$ cat config.mk
export PLATFORM = sky130hd
export DESIGN_NAME = cascade_controller_flat
export DESIGN_NICKNAME = d
export VERILOG_FILES = /design/src/rtl/cascade_controller_if.sv /design/src/rtl/cascade_controller.sv /design/src/flat_wrapper.sv
export SDC_FILE = /design/constraint.sdc
export NUM_CORES = 1
export LEC_CHECK = 0
export CAP_MARGIN = 20
export CORE_UTILIZATION = 25
export DETAILED_ROUTE_END_ITERATION = 10
export SYNTH_ARGS = -nofsm -noshare
export SYNTH_HDL_FRONTEND = slang
export SYNTH_SLANG_ARGS = --single-unit
$ cat constraint.sdc
create_clock -name clk -period 2.4 [get_ports clk]
set_input_delay 0.48 -clock clk [delete_from_list [all_inputs] [get_ports clk]]
set_output_delay 0.48 -clock clk [all_outputs]
set_load 0.05 [all_outputs]
$ cat src/rtl/cascade_controller_if.sv
// Signal bundle for the cascade controller: sequence configuration, INTA and the
// sampled cascade bus in; cascade drive, acknowledge and data-bus enables out.
interface cascade_controller_if #(
    parameter int CAS_W  = 3,
    parameter int NUM_SL = 8
);
    logic              spen;
    logic              sngl;
    logic              mode_8086;
    logic [NUM_SL-1:0] icw3;
    logic [CAS_W-1:0]  ir_id;
    logic              inta_n;
    logic [CAS_W-1:0]  cas_in;
    logic [CAS_W-1:0]  cas_out;
    logic              cas_oe;
    logic              ack;
    logic              vec_oe;
    logic [1:0]        byte_sel;
    logic              seq_done;
    logic              abort;

    modport master (
        output spen, sngl, mode_8086, icw3, ir_id, inta_n, cas_in,
        input  cas_out, cas_oe, ack, vec_oe, byte_sel, seq_done, abort
    );

    modport slave (
        input  spen, sngl, mode_8086, icw3, ir_id, inta_n, cas_in,
        output cas_out, cas_oe, ack, vec_oe, byte_sel, seq_done, abort
    );
endinterface

$ cat src/rtl/cascade_controller.sv
// Clocked 8259-style cascade controller: follows the INTA pulse train (2 or 3 pulses),
// drives the slave ID as master, claims the vector bus as a matching slave.
module cascade_controller #(
    parameter int CAS_W   = 3,
    parameter int NUM_SL  = 8,
    parameter int TIMEOUT = 64
) (
    input  logic                 clk,
    input  logic                 rst_n,
    cascade_controller_if.slave  bus
);
    typedef enum logic [2:0] {
        IDLE = 3'd0,
        P1   = 3'd1,
        G1   = 3'd2,
        P2   = 3'd3,
        G2   = 3'd4,
        P3   = 3'd5
    } state_t;

    localparam int CNT_W = (TIMEOUT > 2) ? $clog2(TIMEOUT) : 1;
    localparam logic [CNT_W-1:0] CNT_MAX = CNT_W'(TIMEOUT - 1);

    state_t            state_r, state_s;
    logic [CNT_W-1:0]  cnt_r, cnt_s;
    logic              inta_q_r;
    logic              spen_r, spen_s, sngl_r, sngl_s, mode_r, mode_s;
    logic [NUM_SL-1:0] icw3_r, icw3_s;
    logic [CAS_W-1:0]  ir_id_r, ir_id_s;
    logic              ack_r, ack_s;
    logic              fall_s, rise_s, edge_s;
    logic              casc_s, noncasc_s;
    logic [CAS_W-1:0]  cas_out_r, cas_out_s;
    logic              cas_oe_r, cas_oe_s;
    logic              vec_oe_r, vec_oe_s;
    logic [1:0]        byte_sel_r, byte_sel_s;
    logic              seq_done_r, seq_done_s;
    logic              abort_r, abort_s;

    assign fall_s = inta_q_r & ~bus.inta_n;
    assign rise_s = ~inta_q_r & bus.inta_n;
    assign edge_s = fall_s | rise_s;

    // Next-state, configuration latch, slave match and inter-edge timeout
    always_comb begin
        state_s    = state_r;
        cnt_s      = cnt_r;
        spen_s     = spen_r;
        sngl_s     = sngl_r;
        mode_s     = mode_r;
        icw3_s     = icw3_r;
        ir_id_s    = ir_id_r;
        ack_s      = ack_r;
        seq_done_s = 1'b0;
        abort_s    = 1'b0;
        case (state_r)
            IDLE: begin
                if (fall_s) begin
                    state_s = P1;
                    spen_s  = bus.spen;
                    sngl_s  = bus.sngl;
                    mode_s  = bus.mode_8086;
                    icw3_s  = bus.icw3;
                    ir_id_s = bus.ir_id;
                    ack_s   = 1'b0;
                end else begin
                    state_s = IDLE;
                end
            end
            P1: begin
                if (rise_s) begin
                    state_s = G1;
                    ack_s   = ~spen_r & ~sngl_r & (bus.cas_in == icw3_r[CAS_W-1:0]);
                end else begin
                    state_s = P1;
                end
            end
            G1: begin
                if (fall_s) begin
                    state_s = P2;
                end else begin
                    state_s = G1;
                end
            end
            P2: begin
                if (rise_s && mode_r) begin
                    state_s    = IDLE;
                    ack_s      = 1'b0;
                    seq_done_s = 1'b1;
                end else if (rise_s) begin
                    state_s = G2;
                end else begin
                    state_s = P2;
                end
            end
            G2: begin
                if (fall_s) begin
                    state_s = P3;
                end else begin
                    state_s = G2;
                end
            end
            P3: begin
                if (rise_s) begin
                    state_s    = IDLE;
                    ack_s      = 1'b0;
                    seq_done_s = 1'b1;
                end else begin
                    state_s = P3;
                end
            end
            default: begin
                state_s = IDLE;
                ack_s   = 1'b0;
            end
        endcase
        // A detected edge always beats an expiring timeout
        if (edge_s) begin
            cnt_s = {CNT_W{1'b0}};
        end else if (state_r == IDLE) begin
            cnt_s = {CNT_W{1'b0}};
        end else if (cnt_r == CNT_MAX) begin
            state_s = IDLE;
            ack_s   = 1'b0;
            abort_s = 1'b1;
            cnt_s   = {CNT_W{1'b0}};
        end else begin
            cnt_s = cnt_r + CNT_W'(1);
        end
    end

    // Output decode from the upcoming state so outputs change on the edge-detect clock
    always_comb begin
        casc_s    = spen_s & ~sngl_s & icw3_s[ir_id_s];
        noncasc_s = sngl_s | (spen_s & ~casc_s);
        cas_oe_s  = casc_s & (state_s != IDLE);
        if (cas_oe_s) begin
            cas_out_s = ir_id_s;
        end else begin
            cas_out_s = {CAS_W{1'b0}};
        end
        vec_oe_s   = 1'b0;
        byte_sel_s = 2'd0;
        case (state_s)
            P1: begin
                // CALL opcode comes from the master or a standalone part, never a slave
                vec_oe_s   = ~mode_s & (spen_s | sngl_s);
                byte_sel_s = 2'd0;
            end
            P2: begin
                vec_oe_s   = noncasc_s | (~spen_s & ~sngl_s & ack_s);
                byte_sel_s = vec_oe_s ? 2'd1 : 2'd0;
            end
            P3: begin
                vec_oe_s   = noncasc_s | (~spen_s & ~sngl_s & ack_s);
                byte_sel_s = vec_oe_s ? 2'd2 : 2'd0;
            end
            default: begin
                vec_oe_s   = 1'b0;
                byte_sel_s = 2'd0;
            end
        endcase
    end

    // State, latched configuration and registered outputs
    always_ff @(posedge clk or negedge rst_n) begin
        if (!rst_n) begin
            state_r    <= IDLE;
            cnt_r      <= {CNT_W{1'b0}};
            inta_q_r   <= 1'b1;
            spen_r     <= 1'b0;
            sngl_r     <= 1'b0;
            mode_r     <= 1'b0;
            icw3_r     <= {NUM_SL{1'b0}};
            ir_id_r    <= {CAS_W{1'b0}};
            ack_r      <= 1'b0;
            cas_out_r  <= {CAS_W{1'b0}};
            cas_oe_r   <= 1'b0;
            vec_oe_r   <= 1'b0;
            byte_sel_r <= 2'd0;
            seq_done_r <= 1'b0;
            abort_r    <= 1'b0;
        end else begin
            state_r    <= state_s;
            cnt_r      <= cnt_s;
            inta_q_r   <= bus.inta_n;
            spen_r     <= spen_s;
            sngl_r     <= sngl_s;
            mode_r     <= mode_s;
            icw3_r     <= icw3_s;
            ir_id_r    <= ir_id_s;
            ack_r      <= ack_s;
            cas_out_r  <= cas_out_s;
            cas_oe_r   <= cas_oe_s;
            vec_oe_r   <= vec_oe_s;
            byte_sel_r <= byte_sel_s;
            seq_done_r <= seq_done_s;
            abort_r    <= abort_s;
        end
    end

    assign bus.cas_out  = cas_out_r;
    assign bus.cas_oe   = cas_oe_r;
    assign bus.ack      = ack_r;
    assign bus.vec_oe   = vec_oe_r;
    assign bus.byte_sel = byte_sel_r;
    assign bus.seq_done = seq_done_r;
    assign bus.abort    = abort_r;
endmodule

$ cat src/flat_wrapper.sv
// flat-port wrapper written by rule: the top's interface ports become plain ports
module cascade_controller_flat 
#(
    parameter int CAS_W   = 3,
    parameter int NUM_SL  = 8,
    parameter int TIMEOUT = 64
)
  (clk, rst_n, bus_spen, bus_sngl, bus_mode_8086, bus_icw3, bus_ir_id, bus_inta_n, bus_cas_in, bus_cas_out, bus_cas_oe, bus_ack, bus_vec_oe, bus_byte_sel, bus_seq_done, bus_abort);
  cascade_controller_if #(.CAS_W(CAS_W), .NUM_SL(NUM_SL)) bus_i ();
  input  logic clk;
  input  logic rst_n;
  input wire logic [$bits(bus_i.spen)-1:0] bus_spen;
  input wire logic [$bits(bus_i.sngl)-1:0] bus_sngl;
  input wire logic [$bits(bus_i.mode_8086)-1:0] bus_mode_8086;
  input wire logic [$bits(bus_i.icw3)-1:0] bus_icw3;
  input wire logic [$bits(bus_i.ir_id)-1:0] bus_ir_id;
  input wire logic [$bits(bus_i.inta_n)-1:0] bus_inta_n;
  input wire logic [$bits(bus_i.cas_in)-1:0] bus_cas_in;
  output wire logic [$bits(bus_i.cas_out)-1:0] bus_cas_out;
  output wire logic [$bits(bus_i.cas_oe)-1:0] bus_cas_oe;
  output wire logic [$bits(bus_i.ack)-1:0] bus_ack;
  output wire logic [$bits(bus_i.vec_oe)-1:0] bus_vec_oe;
  output wire logic [$bits(bus_i.byte_sel)-1:0] bus_byte_sel;
  output wire logic [$bits(bus_i.seq_done)-1:0] bus_seq_done;
  output wire logic [$bits(bus_i.abort)-1:0] bus_abort;
  assign bus_i.spen = bus_spen;
  assign bus_i.sngl = bus_sngl;
  assign bus_i.mode_8086 = bus_mode_8086;
  assign bus_i.icw3 = bus_icw3;
  assign bus_i.ir_id = bus_ir_id;
  assign bus_i.inta_n = bus_inta_n;
  assign bus_i.cas_in = bus_cas_in;
  assign bus_cas_out = bus_i.cas_out;
  assign bus_cas_oe = bus_i.cas_oe;
  assign bus_ack = bus_i.ack;
  assign bus_vec_oe = bus_i.vec_oe;
  assign bus_byte_sel = bus_i.byte_sel;
  assign bus_seq_done = bus_i.seq_done;
  assign bus_abort = bus_i.abort;
  cascade_controller #(.CAS_W(CAS_W), .NUM_SL(NUM_SL), .TIMEOUT(TIMEOUT)) u_core (.clk(clk), .rst_n(rst_n), .bus(bus_i));
endmodule
# After elaboration in Yosys (flattened, before gate mapping)
# Index checks and enable logic that the tools add are counted.
[totals]
register_bits = 34
in_bits = 20
wordCells = 100
[op_classes]
addsub = 1
n_lt_le_gt_ge = 1
n_eq_ne = 10
muxes = 45
bitwise = 23
reduce_logical = 5
[op_table]
columns = ["cell", "count"]
rows = [
  ["$mux 3", 9],
  ["$mux 1", 23],
  ["$mux 6", 3],
  ["$pmux 3 s6", 1],
  ["$mux 8", 2],
  ["$and 1x1->1", 11],
  ["$eq 3x2->1 const B", 3],
  ["$eq 3x3->1 const B", 3],
  ["$not 1->1", 8],
  ["$add 6x1->6 const B", 1],
  ["$eq 3x1->1 const B", 2],
  ["$eq 6x6->1 const B", 1],
  ["$pmux 1 s5", 1],
  ["$lt 3x4->1 const B", 1],
  ["$mux 2", 2],
  ["$or 1x1->1", 4],
  ["$pmux 1 s2", 2],
  ["$pmux 2 s2", 1],
  ["$reduce_or 2->1", 2],
  ["$bmux 1 s3", 1],
  ["$eq 3x3->1", 1],
  ["$logic_not 3->1", 1],
  ["$reduce_bool 3->1", 1],
  ["$logic_and 1x1->1", 1],
]

# Longest topological paths before layout
[depth]
depth_word = 13
depth_mapped = 8
depth_no_buf = 7

# Worst setup path after synthesis
# OpenSTA, ideal clock, no wires.
[synth_path]
path_kind = "input-to-reg"
startpoint = "input port bus_inta_n"
endpoint = "register u_core.cas_out_r[2], in the netlist u_core.bus.cas_out[2]"
setup_ns = 0.139
arrival_time_ns = 2.136
required_ns = 2.261
setup_slack_ns = 0.125
stages = 7
n_path_buf = 0
path_cell_list = "inv_1 > ha_1 > nor4b_4 > mux2i_2 > mux2_4 > and4b_4 > nor3_2"
[synth_between]
elab_chain_cells = 10
[synth_rtl]
columns = ["item", "line_no", "rtl"]
rows = [
  ["start, declared", "flat_wrapper.sv:17", "input wire logic [$bits(bus_i.inta_n)-1:0] bus_inta_n;"],
  ["$and 1x1->1 or $not 1->1 (tied branches)", "cascade_controller.sv:41, cascade_controller.sv:40", ""],
  ["$mux 3 (tied with other cells)", "cascade_controller.sv:90", "end else if (rise_s) begin"],
  ["$mux 3 or $mux 1 (tied branches)", "n/a", ""],
  ["$pmux 3 s6", "cascade_controller.sv:56", "case (state_r)"],
  ["$mux 3", "cascade_controller.sv:122", "end else if (cnt_r == CNT_MAX) begin"],
  ["$mux 3", "cascade_controller.sv:120", "end else if (state_r == IDLE) begin"],
  ["$mux 3", "cascade_controller.sv:118", "if (edge_s) begin"],
  ["$reduce_bool 3->1", "cascade_controller.sv:136", "cas_oe_s = casc_s & (state_s != IDLE);"],
  ["$and 1x1->1", "cascade_controller.sv:136", ""],
  ["$mux 3 *", "cascade_controller.sv:137", "if (cas_oe_s) begin"],
  ["named net u_core.cas_out_s[2]", "cascade_controller.sv:33", "logic [CAS_W-1:0] cas_out_r, cas_out_s;"],
  ["end signal, assigned", "cascade_controller.sv:177", "cas_out_r <= {CAS_W{1'b0}};"],
  ["end signal, assigned", "cascade_controller.sv:193", "cas_out_r <= cas_out_s;"],
  ["end, declared", "cascade_controller.sv:33", ""],
]
# The timed path passes the listed nets; every way through them passes the cells marked *. The select of a mux whose other input is x is not followed.

# Final worst setup path
[layout_path]
startpoint = "register u_core.inta_q_r"
endpoint = "register u_core.cas_oe_r, in the netlist u_core.bus.cas_oe"
[layout_between]
elab_chain_cells = 10
[layout_rtl]
columns = ["item", "line_no", "rtl"]
rows = [
  ["start, declared", "cascade_controller.sv:26", "logic inta_q_r;"],
  ["start signal, assigned", "cascade_controller.sv:186", "inta_q_r <= bus.inta_n;"],
  ["$not 1->1", "cascade_controller.sv:41", "assign rise_s = ~inta_q_r & bus.inta_n;"],
  ["$and 1x1->1", "cascade_controller.sv:41", ""],
  ["$mux 3 or $logic_and 1x1->1 (tied branches)", "cascade_controller.sv:90, cascade_controller.sv:86", ""],
  ["$mux 3", "cascade_controller.sv:86", "if (rise_s && mode_r) begin"],
  ["$pmux 3 s6", "cascade_controller.sv:56", ""],
  ["$mux 3", "cascade_controller.sv:122", ""],
  ["$mux 3", "cascade_controller.sv:120", ""],
  ["$mux 3", "cascade_controller.sv:118", ""],
  ["$reduce_bool 3->1", "cascade_controller.sv:136", ""],
  ["$and 1x1->1 *", "cascade_controller.sv:136", ""],
  ["named net u_core.cas_oe_s", "cascade_controller.sv:34", "logic cas_oe_r, cas_oe_s;"],
  ["end signal, assigned", "cascade_controller.sv:194", "cas_oe_r <= cas_oe_s;"],
  ["end, declared", "cascade_controller.sv:34", ""],
]
# Marked as above.

==> impl_summary.txt <==
----------------------------------------------------
[Run status]
  Status ... finished, final reports clean

[Floorplan]
  Die width ... 86.9 um
  Die area ... about 7600 um^2
  # rows ... 30
  DIE HEIGHT ... 86.9 um
  Core ar. ... 6870 um^2
  I/O pin count ... 30
  Initial standard-cell utilization of the core ... 26.2%

[Placement]
  Final weighted congestion of routability-driven global placement ... 0.953
  Number of port buffers ... 29
  DPL Wire Length ... 3150 um

[Power]
  Pwr Density ... 1010 nW/um^2
  Peak supply drop ... 228 uV
  Standby leakage power ... 1.10 nW

[Hold path]
  Hold wc startpoint ... bus_inta_n
  Hold Path Stages ... 2
  Worst min-delay path category ... input pin to register
  Hold Path Sink ... u_core.inta_q_r$_DFF_PN1_

[Finish]
  Share of post-route cells with drive strength above 1 ... 19.2%
  Diodes inserted ... 0
  Total number of nets in the final design ... 261
  Core utilization of the finished layout ... 35.9%
  Fill cells ... 698
  Layout-stage area growth over the synthesis result ... 36.6%

[STA]
  Period utilisation layout ... just over 90%
  Fin Setup TNS ... 0 ps
  Final setup violating endpoints ... 0
  Slew @ Worst Pin ... 499 ps
  Unrepaired setup endpoints after global routing ... no
  Max_slew headroom ... 66.6%
  Post-layout minimum cycle time ... 2230 ps
  Final hold violations ... 0
  Maximum frequency from static timing analysis ... 0.449 GHz
  Slew Limit Fails ... 0
  Max Clock Skew ... 2.51 ps

[Logic synthesis]
  Net Count, Synth ... 209
  Yosys warning count ... 0
  Number of cells produced by synthesis ... 186
  Number of storage elements in the synthesis netlist ... 34
  Primary flip-flop cell chosen by synthesis mapping ... dfrtp_1
  Number of enable flip-flop cells after synthesis ... 0
  Synthesized area per cell ... 9.69 um^2
  Count of cell types in the netlist ... 43
  Sequential share of the synthesized area ... between 40 and 50%
  Post-Synthesis Cell Area ... 1800 um^2
  Post-synth ARST share ... 100%

[Drt]
  Post-detailed-routing wire length ... 4100 um
  Via-to-Cell Ratio ... 4.49
  Via count ... ~1500
  DR pass1 iterations ... 4
  Antenna Nets Post-Route ... 0
  Remaining DRCs ... 0
  Post-DR wirelength/cell ... 12.2 um
  DR iter-0 viols ... 89

[Critical path]
  Cells along the critical path ... ha_2 > nor4b_4 > mux2i_2 > buf_6 > mux2_4 > and4b_4 > nor2_1
  Worst path max stage delay ... 540 ps
  Worst path required time ... ~2600 ps
  Slowest library cell on the worst path ... dfstp_2
  CP endpoint kind ... register
  Gate family responsible for the most delay along the worst path ... simple AND/OR/NAND/NOR gates
  Beginning of the worst register-to-register path ... u_core.inta_q_r$_DFF_PN1_
  Critical path data arrival time ... 2400 ps
  Internal reg-to-reg setup slack ... 170 ps
  Worst r2r dst ... u_core.bus.cas_oe$_DFF_PN0_
  Maximum fanout along the worst path ... 6
  Startpoint types ... register
  Number of cells on the worst reg-to-reg path ... 7
  Worst Path Buf+Inv ... 1
  CP Class ... register to register

[Global routing]
  Wire length of the first global-routing pass ... 6980 um
  Number of global-route vias before repair ... 1542
  All-layer global routing usage ... 12.1%
  Largest net degree at the start of global routing ... 35
  Initial antenna violation count ... 0
  Gr ovfl total ... 0

[CTS]
  Maximum count of clock buffers along a single path ... 2
  Clock root buffer ... clkbuf_8
  Post-CTS Repair Setup Buffers ... 0
  Total clock buffers created by CTS ... 5
  Clock tree from TritonCTS ... built
  Latest clock arrival within the worst-skew pair ... 290 ps
  Num Clock Sinks ... 34
  Clock transition at path regs ... approximately 70 ps
  Number of levels in the clock H-tree ... 2

[Flow run]
  Max-cap violations ... 0

----------------------------------------------------
logic make-up after synthesis:
| group | synth area share [%] |
|---|---|
| buffers and inverters | 3.82 |
| AND/OR/NAND/NOR | 28.0 |
| flip-flops | 47.3 |
| XOR/XNOR | 3.40 |
| AO/OA/AOI/OAI | 7.77 |
| multiplexers | 7.70 |
| adder cells (fa/ha/maj) | 2.08 |
layout make-up:
type                    count  area [um^2]  share of cell area, %
clock buffers               7         86.3                   3.50
clock inverters             1         5.00                  0.203
inverters                   8         30.0                   1.22
multi-input cells         136          893                   36.3
flip-flops and latches     34          852                   34.6
well taps                  96          120                   4.88
repair buffers             53          477                   19.3
where the power goes:
part / switching, mW / internal (mW) / leakage [nW] / total, mW
Sequential: 0.169 / 0.761 / 0.442 / 0.930
Combinational: 0.607 / 0.530 / 0.610 / 1.14
Clock: 0.202 / 0.231 / 0.0482 / 0.433
Yosys cell counts, drive strengths merged (3+ instances only):
cell type | count | share of area, %
buf | 4 | 1.3
clkbuf | 4 | 0.83
dfrtp | 33 | 46
ha | 3 | 2.1
inv | 8 | 1.7
mux2i | 12 | 6.9
nand2 | 43 | 9.0
nand3 | 4 | 1.1
nor2 | 14 | 2.9
nor2b | 3 | 1.0
nor3 | 8 | 2.5
nor4 | 8 | 2.8
o21ai | 5 | 1.4
o31ai | 4 | 2.2
xnor2 | 6 | 2.9
worst register-to-register path, stage by stage, from the launching register on:
cell     delay, ps
dfstp_2        540
ha_2           190
nor4b_4        250
mux2i_2        260
buf_6          150
mux2_4         300
and4b_4        360
nor2_1          60
routing by layer:
layer	GRT usage, %	part of all wire (%)	up-vias
met5	0	0	-
met4	6.67	3.2	0
met3	3.03	4.3	11
met2	19.6	46	39
met1	14.7	46	704
li1	-	-	749
cell usage in the layout, fill, tap and decap left out, types with 2 or more instances in the layout:
cell	n
clkbuf_8	6
clkdlybuf4s50_1	28
nor4_1	8
nor3_1	6
mux2i_1	11
ha_1	2
nand3_1	4
o21ai_0	3
nor2_1	14
xnor2_1	6
buf_4	23
nor2b_1	3
inv_1	8
a21oi_1	2
nor3_2	2
o21ai_1	2
o31ai_2	2
nand2_1	43
dfrtp_1	33
nor3b_2	2
o31ai_1	2
nand2b_1	2
o21a_1	2
state kept, by name (all words and copies together) (netlist names):
| name | flops |
|---|---|
| u_core.bus.ack | 1 |
| u_core.bus.cas_oe | 1 |
| u_core.bus.cas_out | 3 |
| u_core.bus.abort | 1 |
| u_core.mode_r | 1 |
| u_core.bus.seq_done | 1 |
| u_core.ir_id_r | 3 |
| u_core.icw3_r | 8 |
| u_core.inta_q_r | 1 |
| u_core.cnt_r | 6 |
| u_core.state_r | 3 |
| u_core.bus.vec_oe | 1 |
| u_core.sngl_r | 1 |
| u_core.bus.byte_sel | 2 |
| u_core.spen_r | 1 |
metrics by stage:
step / total power, mW / instances / cell area [um^2] / setup slack [ps] / hold WS [ps]
after CTS: 2.51 / 335 / 2450 / 5.22 / 468
after floorplan: 1.67 / 186 / 1800 / 125 / 184
final: 2.50 / 335 / 2460 / 174 / 453
after global placement: 2.04 / 327 / 2350 / -256 / 464
after global routing: 2.67 / 335 / 2460 / 95.1 / 470
after detailed placement: 2.06 / 327 / 2350 / -291 / 457
what timing repair did:
action                                 in CTS  in global routing
endpoints found under the hold margin       0                  0
setup endpoints to repair                   0                  7
hold buffers                                0                  0
gates resized for setup                     0                  5
worst max-delay path by stage:
| stage | start | end | slack [ps] | cells after the start |
|---|---|---|---|---|
| global placement | bus_inta_n | u_core.bus.cas_oe$_DFF_PN0_ | -260 | 9 |
| CTS | bus_inta_n | u_core.bus.cas_oe$_DFF_PN0_ | 5 | 9 |
| global route | u_core.inta_q_r$_DFF_PN1_ | u_core.bus.cas_oe$_DFF_PN0_ | 100 | 7 |
| finish | u_core.inta_q_r$_DFF_PN1_ | u_core.bus.cas_oe$_DFF_PN0_ | 170 | 7 |
| floorplan | bus_inta_n | u_core.bus.cas_out[2]$_DFF_PN0_ | 130 | 7 |
| detailed placement | bus_inta_n | u_core.bus.cas_oe$_DFF_PN0_ | -290 | 9 |
(Power assumes the default switching activity.)
